File: config.mk
export PLATFORM = sky130hd
export DESIGN_NAME = layer_sequencer
export DESIGN_NICKNAME = d
export VERILOG_FILES = /design/src/rtl/layer_seq_pkg.sv /design/src/rtl/layer_sequencer_rect_walker.sv /design/src/rtl/layer_sequencer.sv
export SDC_FILE = /design/constraint.sdc
export NUM_CORES = 1
export LEC_CHECK = 0
export BUFFER_PORTS_ARGS = -buffer_cell sky130_fd_sc_hd__buf_2
export CAP_MARGIN = 20
export CORE_MARGIN = 4
export CORE_UTILIZATION = 26
export CTS_CLUSTER_DIAMETER = 60
export DETAILED_ROUTE_END_ITERATION = 16
export SYNTH_ARGS = -nofsm -noshare
export SYNTH_HDL_FRONTEND = slang
export SYNTH_SLANG_ARGS = --single-unit
File: constraint.sdc
create_clock -name CLK -period 9.85 [get_ports CLK]
set_input_delay 1.97 -clock CLK [delete_from_list [all_inputs] [get_ports CLK]]
set_output_delay 1.97 -clock CLK [all_outputs]
set_load 0.02 [all_outputs]
File: src/rtl/layer_seq_pkg.sv
// Shared types and helpers for the layer sequencer: FSM state encoding,
// instance position width and slot/sprite sizing helpers.
package layer_seq_pkg;

   localparam int POS_W = 10;

   localparam int DEF_NUM_LAYERS  = 3;
   localparam int DEF_MAX_INST    = 8;
   localparam int DEF_SPRITE_SIZE = 32;

   typedef enum logic [2:0] {
      IDLE,
      BG,
      SETUP,
      DRAW,
      DONE
   } state_t;

   function automatic int slot_num(input int num_layers, input int max_inst);
      return num_layers * max_inst;
   endfunction

   function automatic int spr_bits(input int sprite_size);
      return $clog2(sprite_size);
   endfunction

endpackage

File: src/rtl/layer_sequencer_rect_walker.sv
// Raster-order walker over a W x H rectangle. start_i rewinds to (0,0),
// adv_i steps one pixel; done_o flags the last pixel of the rectangle.
module rect_walker #(
   parameter int W  = 320,
   parameter int H  = 180,
   parameter int XW = (W > 1) ? $clog2(W) : 1,
   parameter int YW = (H > 1) ? $clog2(H) : 1
) (
   input  logic          clk_i,
   input  logic          rst_n_i,
   input  logic          start_i,
   input  logic          adv_i,
   output logic [XW-1:0] x_o,
   output logic [YW-1:0] y_o,
   output logic          done_o
);

   logic [XW-1:0] x_q, x_d;
   logic [YW-1:0] y_q, y_d;
   logic          x_end, y_end;

   assign x_end  = (x_q == XW'(W - 1));
   assign y_end  = (y_q == YW'(H - 1));
   assign done_o = x_end && y_end;
   assign x_o    = x_q;
   assign y_o    = y_q;

   always_comb begin
      x_d = x_q;
      y_d = y_q;
      if (start_i) begin
         x_d = '0;
         y_d = '0;
      end else if (adv_i) begin
         if (x_end) begin
            x_d = '0;
            y_d = y_end ? '0 : y_q + 1'b1;
         end else begin
            x_d = x_q + 1'b1;
         end
      end
   end

   always_ff @(posedge clk_i) begin
      if (!rst_n_i) begin
         x_q <= '0;
         y_q <= '0;
      end else begin
         x_q <= x_d;
         y_q <= y_d;
      end
   end

endmodule

File: src/rtl/layer_sequencer.sv
// Frame composer: tiled background, then NUM_LAYERS x MAX_INST clipped sprites,
// with VRAM back-pressure. Define LAYER_SEQ_OVERRUN_CNT_EN to add o_overrun_cnt.
module layer_sequencer
   import layer_seq_pkg::*;
#(
   parameter int VRAM_A_WIDTH      = 16,
   parameter int SPRITEBUF_A_WIDTH = 14,
   parameter int SCREEN_WIDTH      = 320,
   parameter int SCREEN_HEIGHT     = 180,
   parameter int SPRITE_SIZE       = DEF_SPRITE_SIZE,
   parameter int NUM_LAYERS        = DEF_NUM_LAYERS,
   parameter int MAX_INST          = DEF_MAX_INST,
   parameter int BG_OFFSET         = 0,
   parameter logic [NUM_LAYERS*SPRITEBUF_A_WIDTH-1:0] LAYER_OFFSETS = '0
) (
   input  logic                                   CLK,
   input  logic                                   rst_n,
   input  logic                                   i_frame_start,
   input  logic [POS_W*NUM_LAYERS*MAX_INST-1:0]   i_pos_x,
   input  logic [POS_W*NUM_LAYERS*MAX_INST-1:0]   i_pos_y,
   input  logic [NUM_LAYERS*MAX_INST-1:0]         i_inst_valid,
   input  logic                                   i_ready,
`ifdef LAYER_SEQ_OVERRUN_CNT_EN
   output logic [7:0]                             o_overrun_cnt,
`endif
   output logic [VRAM_A_WIDTH-1:0]                o_address_screen,
   output logic [SPRITEBUF_A_WIDTH-1:0]           o_address_s,
   output logic                                   o_we,
   output logic                                   o_busy,
   output logic                                   o_frame_done,
   output logic [3:0]                             o_layer_idx,
   output logic [3:0]                             o_inst_idx
);

   localparam int SLOT_NUM = slot_num(NUM_LAYERS, MAX_INST);
   localparam int SPR_BITS = spr_bits(SPRITE_SIZE);
   localparam int XW       = $clog2(SCREEN_WIDTH);
   localparam int YW       = $clog2(SCREEN_HEIGHT);

   state_t                     state_q, state_d;
   logic [3:0]                 layer_q, layer_d, inst_q, inst_d;
   logic [POS_W*SLOT_NUM-1:0]  pos_x_q, pos_y_q;
   logic [SLOT_NUM-1:0]        valid_q;

   logic                bg_start, bg_adv, bg_done;
   logic [XW-1:0]       bg_x;
   logic [YW-1:0]       bg_y;
   logic                sp_start, sp_adv, sp_done;
   logic [SPR_BITS-1:0] sp_x, sp_y;

   int                  slot_idx;
   logic                last_slot, clipped;
   logic [10:0]         scr_x, scr_y;

   rect_walker #(.W(SCREEN_WIDTH), .H(SCREEN_HEIGHT), .XW(XW), .YW(YW)) u_bg_walk (
      .clk_i(CLK), .rst_n_i(rst_n), .start_i(bg_start), .adv_i(bg_adv),
      .x_o(bg_x), .y_o(bg_y), .done_o(bg_done)
   );

   rect_walker #(.W(SPRITE_SIZE), .H(SPRITE_SIZE), .XW(SPR_BITS), .YW(SPR_BITS)) u_spr_walk (
      .clk_i(CLK), .rst_n_i(rst_n), .start_i(sp_start), .adv_i(sp_adv),
      .x_o(sp_x), .y_o(sp_y), .done_o(sp_done)
   );

   // 11-bit sums so that positions near 1023 clip instead of wrapping on screen.
   always_comb begin
      slot_idx  = int'(layer_q) * MAX_INST + int'(inst_q);
      last_slot = (layer_q == 4'(NUM_LAYERS - 1)) && (inst_q == 4'(MAX_INST - 1));
      scr_x     = {1'b0, pos_x_q[slot_idx*POS_W +: POS_W]} + 11'(sp_x);
      scr_y     = {1'b0, pos_y_q[slot_idx*POS_W +: POS_W]} + 11'(sp_y);
      clipped   = (scr_x >= 11'(SCREEN_WIDTH)) || (scr_y >= 11'(SCREEN_HEIGHT));
   end

   always_ff @(posedge CLK) begin
      if (!rst_n) begin
         state_q <= IDLE;
         layer_q <= '0;
         inst_q  <= '0;
      end else begin
         state_q <= state_d;
         layer_q <= layer_d;
         inst_q  <= inst_d;
      end
   end

   always_ff @(posedge CLK) begin
      if (!rst_n) begin
         pos_x_q <= '0;
         pos_y_q <= '0;
         valid_q <= '0;
      end else if (i_frame_start) begin
         pos_x_q <= i_pos_x;
         pos_y_q <= i_pos_y;
         valid_q <= i_inst_valid;
      end
   end

   always_comb begin
      state_d  = state_q;
      layer_d  = layer_q;
      inst_d   = inst_q;
      bg_start = 1'b0;
      bg_adv   = 1'b0;
      sp_start = 1'b0;
      sp_adv   = 1'b0;
      if (i_frame_start) begin
         state_d  = BG;
         layer_d  = '0;
         inst_d   = '0;
         bg_start = 1'b1;
      end else begin
         case (state_q)
            BG: begin
               if (i_ready) begin
                  bg_adv = 1'b1;
                  if (bg_done) state_d = SETUP;
               end
            end
            SETUP, DRAW: begin
               if (state_q == SETUP && valid_q[slot_idx]) begin
                  state_d  = DRAW;
                  sp_start = 1'b1;
               end else if (state_q == SETUP || clipped || i_ready) begin
                  sp_adv = (state_q == DRAW);
                  if (state_q == SETUP || sp_done) begin
                     if (last_slot) begin
                        state_d = DONE;
                     end else begin
                        state_d = SETUP;
                        if (inst_q == 4'(MAX_INST - 1)) begin
                           inst_d  = '0;
                           layer_d = layer_q + 1'b1;
                        end else begin
                           inst_d = inst_q + 1'b1;
                        end
                     end
                  end
               end
            end
            DONE:    state_d = IDLE;
            default: state_d = IDLE;
         endcase
      end
   end

   always_comb begin
      o_busy           = (state_q != IDLE);
      o_frame_done     = (state_q == DONE);
      o_we             = 1'b0;
      o_layer_idx      = '0;
      o_inst_idx       = '0;
      o_address_screen = '0;
      o_address_s      = '0;
      case (state_q)
         BG: begin
            o_we             = 1'b1;
            o_address_screen = VRAM_A_WIDTH'(32'(bg_y) * 32'(SCREEN_WIDTH) + 32'(bg_x));
            o_address_s      = SPRITEBUF_A_WIDTH'(BG_OFFSET)
                               + SPRITEBUF_A_WIDTH'({bg_y[SPR_BITS-1:0], bg_x[SPR_BITS-1:0]});
         end
         SETUP: begin
            o_layer_idx = layer_q + 1'b1;
            o_inst_idx  = inst_q;
         end
         DRAW: begin
            o_we             = !clipped;
            o_layer_idx      = layer_q + 1'b1;
            o_inst_idx       = inst_q;
            o_address_screen = VRAM_A_WIDTH'(32'(scr_y) * 32'(SCREEN_WIDTH) + 32'(scr_x));
            o_address_s      = LAYER_OFFSETS[int'(layer_q)*SPRITEBUF_A_WIDTH +: SPRITEBUF_A_WIDTH]
                               + SPRITEBUF_A_WIDTH'({sp_y, sp_x});
         end
         default: ;
      endcase
   end

`ifdef LAYER_SEQ_OVERRUN_CNT_EN
   logic [7:0] ovr_q, ovr_d;

   always_comb begin
      ovr_d = ovr_q;
      if (i_frame_start && state_q != IDLE && ovr_q != 8'hFF) ovr_d = ovr_q + 1'b1;
   end

   always_ff @(posedge CLK) begin
      if (!rst_n) ovr_q <= '0;
      else        ovr_q <= ovr_d;
   end

   assign o_overrun_cnt = ovr_q;
`endif

endmodule

==> impl_metrics.csv <==
group,metric,value,unit
routing,wl_per_cell,21.43,um
synth,postSynthRegisterBits,542,
setup_path,regToRegEndpoint,"inst_q[0]",
hold_path,hold-path-cell-count,2,
synth,synth_area_per_cell,10.40,um2
timing,totalNegativeSetupSlack,0,ns
routing,vias_per_cell,4.727,
power,leakagePower,14.60,nW
clock_network,cts_setup_buffers,0,
clock_network,cts.hold.buffers_added,0,
synth,synthesis.instances,2507,
power,totalPowerFinal,5.649,mW
layout,finalInstanceArea,32540,um2
placement,routabilityCongestion,0.8443,
hold_path,worstHoldStart,"pos_y_q[179]",
power,p_per_area,173.6,nW/um2
layout,multi_input_comb_area,14360,um2
status,outcome,"finished, final reports clean",
layout,mostFrequentLayoutCells,"560 x sky130_fd_sc_hd__mux2i_1, 543 x sky130_fd_sc_hd__buf_2, 539 x sky130_fd_sc_hd__dfxtp_1",
synth,synth_async_sr_flop_share,0,%
power,power_report.internal_total,4.207,mW
synth,synth_top_area_share,41.60,%
timing,maxSlewHeadroom,31.26,%
hold_path,hold_path_end,"pos_y_q[179]",
synth,synth.area.top_cells,"sky130_fd_sc_hd__dfxtp_1 42%, sky130_fd_sc_hd__mux2i_1 21%, sky130_fd_sc_hd__mux4_2 9.2%, sky130_fd_sc_hd__nor2_1 7.3%, sky130_fd_sc_hd__ha_1 2.6%",
synth,ys_warn_count,0,
grt,grt_start_max_net_pins,139,
placement,preCtsSetupSlack,1.640,ns
setup_path,crit_required,7.88,ns
setup_path,crit_type,"register to output port",
floorplan,die-width,324.7,um
clock_network,clkTransAtPathRegs,0.06,ns
setup_path,startpoint_type,"register",
synth,post_synth_instance_area,26090,um2
floorplan,die-height,324.7,um
timing,timing.final.setup_violations,0,
floorplan,initial_cell_density_of_the_core,26.35,%
placement,placed_cell_area,29980,um2
hold_path,class_of_the_tightest_hold_or_removal_check,"register to register",
floorplan,ioPinCount,549,
grt,number_of_global_route_vias_before_repair,20417,
clock_network,cts_tree,"yes",
layout,drive_above_1_share,27.34,%
synth,synth_ff_type,"sky130_fd_sc_hd__dfxtp_1",
power,p_comb_share,10.3,%
timing,fin_worst_hold_slack,0.4843,ns
power,switching_share,25.54,%
routing,dr.first_iter.drc_count,1363,
routing,wl,93.24,mm
power,power.switching,1.443,mW
timing,unrepaired_setup_endpoints_after_global_routing,"no",
timing,ratio_of_final_minimum_period_to_clock_period,89.06,%
routing,via_count,20567,
layout,layout-area-overhead-vs-synth,24.74,%
synth,top_cell_type_by_total_area_after_synthesis,"sky130_fd_sc_hd__dfxtp_1",
routing,antenna_left,0,
floorplan,std_cell_rows,115,
setup_path,timing.rr.start,"inst_q[0]",
clock_network,cts_made_buffers,73,
layout,final_core_util,32.87,%
grt,grt_remaining_overflow,0,
grt,grt_use_total,16.95,%
setup_path,timing.critical_path.to_type,"output port",
power,power.sequential.fraction,42.3,%
grt,grt_antenna_before_repair,52,
timing,final-max-slew-violation-count,0,
setup_path,cp-startpoint,"inst_q[0]",
layout,nFillCells,10139,
layout,regArea,10860,um2
setup_path,cp.arrival,6.80,ns
clock_network,clock_path_buffers,3,
routing,drc,0,
setup_path,reg2regPathDepth,19,
clock_network,tritoncts_num_sinks,542,
timing,timing_worst_slew_pin_value,1.031,ns
job,drv_cap,0,
placement,placed_cells_incl_taps,4196,
floorplan,fp.dieArea,105500,um2
timing,timing_hold_violations_final,0,
grt,grt_pass1_wl,134.1,mm
clock_network,insertion_delay,0.62,ns
routing,first_pass_iters,5,
timing,maxClockFrequency,114.0,MHz
setup_path,crit_path_max_fanout,50,
clock_network,cts-root-buf,"sky130_fd_sc_hd__clkbuf_16",
timing,layout_min_cycle_time,8.772,ns
timing,post_route_skew,0.02333,ns
setup_path,regToRegSetupSlack,3.98,ns
placement,detailedPlacementHpwl,70.47,mm
power,pwr-share-clk,47.4,%
clock_network,cts-resized-gates,0,
clock_network,htree_levels,3,
synth,yosysSeqAreaShare,41.60,%
synth,synth_cell_types,76,
synth,synth-edff-count,0,
timing,setup_ws,1.078,ns
layout,finish.net_count,3553,
floorplan,placeableCoreArea,98990,um2
layout,post_layout_nonfiller_instances,4351,
power,peakVddDrop,0.1046,mV
layout,final_common_cell,"sky130_fd_sc_hd__mux2i_1",
placement,io_buffers,544,
==> how the worst max path moves through the flow <==
| stage | depth (start not counted) | endpoint | slack (ns) |
|---|---|---|---|
| finish | 26 | o_address_screen[15] | 1.08 |
| global route | 26 | o_address_screen[15] | 0.48 |
| CTS | 26 | o_address_screen[15] | 0.91 |
| detailed placement | 26 | o_address_screen[15] | 1.64 |
| global placement | 26 | o_address_screen[15] | 1.71 |
| floorplan | 29 | o_address_screen[15] | 1.77 |
==> registers in the layout, indices dropped and copies added (netlist names) <==
signal	cells
pos_x_q	240
pos_y_q	240
valid_q	24
u_bg_walk.x_o	9
u_bg_walk.y_o	8
u_spr_walk.x_o	5
u_spr_walk.y_o	5
inst_q	4
layer_q	4
state_q	3
==> synthesized netlist by cell type (23+ instances only) <==
| master | number |
|---|---|
| sky130_fd_sc_hd__xnor2_1 | 37 |
| sky130_fd_sc_hd__o21ai_0 | 23 |
| sky130_fd_sc_hd__dfxtp_1 | 542 |
| sky130_fd_sc_hd__a21oi_1 | 39 |
| sky130_fd_sc_hd__buf_1 | 28 |
| sky130_fd_sc_hd__inv_1 | 29 |
| sky130_fd_sc_hd__mux4_2 | 106 |
| sky130_fd_sc_hd__mux2i_1 | 560 |
| sky130_fd_sc_hd__nand2_1 | 80 |
| sky130_fd_sc_hd__nor2b_1 | 78 |
| sky130_fd_sc_hd__xor2_1 | 23 |
| sky130_fd_sc_hd__ha_1 | 54 |
| sky130_fd_sc_hd__nand3_1 | 36 |
| sky130_fd_sc_hd__clkbuf_1 | 106 |
| sky130_fd_sc_hd__nor2_1 | 509 |
| sky130_fd_sc_hd__buf_2 | 24 |
==> power groups by stage <==
stage	Combinational [mW]	Clock, mW	Sequential, mW
global route	0.638	2.84	2.40
floorplan	0.367	0	2.40
global placement	0.577	0	2.43
finish	0.583	2.68	2.39
CTS	0.586	2.75	2.39
detailed placement	0.584	0	2.43
==> routing by layer <==
metal	vias to the layer above	GRT usage (%)	routed length [um]	part of all wire [%]
li1	9846	-	-	-
met1	9894	21.09	39050	42
met2	633	27.80	44000	47
met3	162	5.647	7758	8.3
met4	32	5.271	2212	2.4
met5	-	0	216	0.23
==> critical path, stage by stage (launching register included) <==
cell	delay, ns
sky130_fd_sc_hd__dfxtp_4	0.93
sky130_fd_sc_hd__buf_12	0.27
sky130_fd_sc_hd__mux4_2	0.58
sky130_fd_sc_hd__mux4_2	0.55
sky130_fd_sc_hd__a21oi_1	0.17
sky130_fd_sc_hd__nor2_1	0.08
sky130_fd_sc_hd__ha_1	0.23
sky130_fd_sc_hd__inv_1	0.07
sky130_fd_sc_hd__fa_1	0.20
sky130_fd_sc_hd__nor2b_1	0.06
sky130_fd_sc_hd__o21ai_0	0.15
sky130_fd_sc_hd__nand2b_1	0.09
sky130_fd_sc_hd__and2_1	0.18
sky130_fd_sc_hd__o21a_1	0.25
sky130_fd_sc_hd__nand2_1	0.12
sky130_fd_sc_hd__nor2_1	0.06
sky130_fd_sc_hd__xnor2_1	0.16
sky130_fd_sc_hd__ha_1	0.35
sky130_fd_sc_hd__a21o_1	0.15
sky130_fd_sc_hd__a21o_1	0.14
sky130_fd_sc_hd__a21oi_1	0.10
sky130_fd_sc_hd__nor3_1	0.30
sky130_fd_sc_hd__nand3_1	0.14
sky130_fd_sc_hd__xnor2_1	0.16
sky130_fd_sc_hd__xnor2_1	0.16
sky130_fd_sc_hd__o22ai_1	0.22
sky130_fd_sc_hd__buf_2	0.21
==> cell families after synthesis <==
group	Yosys count	share of synthesized area, %
and+or+nand+nor	791	13.32
xor gates and xnor gates	61	2.077
other	1	0.01438
muxes	687	32.35
buffers and inverters	207	3.430
DFF	542	41.60
adders and majority gates	60	3.051
AOI/OAI and AO/OA	158	4.159
==> final cells by class <==
cell class | instances | share of cell area (%)
multi-input cells | 1761 | 44.14
clock buffers | 97 | 6.487
flip-flops and latches | 542 | 33.38
diodes | 24 | 0.1846
well taps | 1287 | 4.949
clock inverters | 33 | 1.096
inverters | 32 | 0.3922
repair buffers | 575 | 9.367
Power figures use the tool's default switching activity.
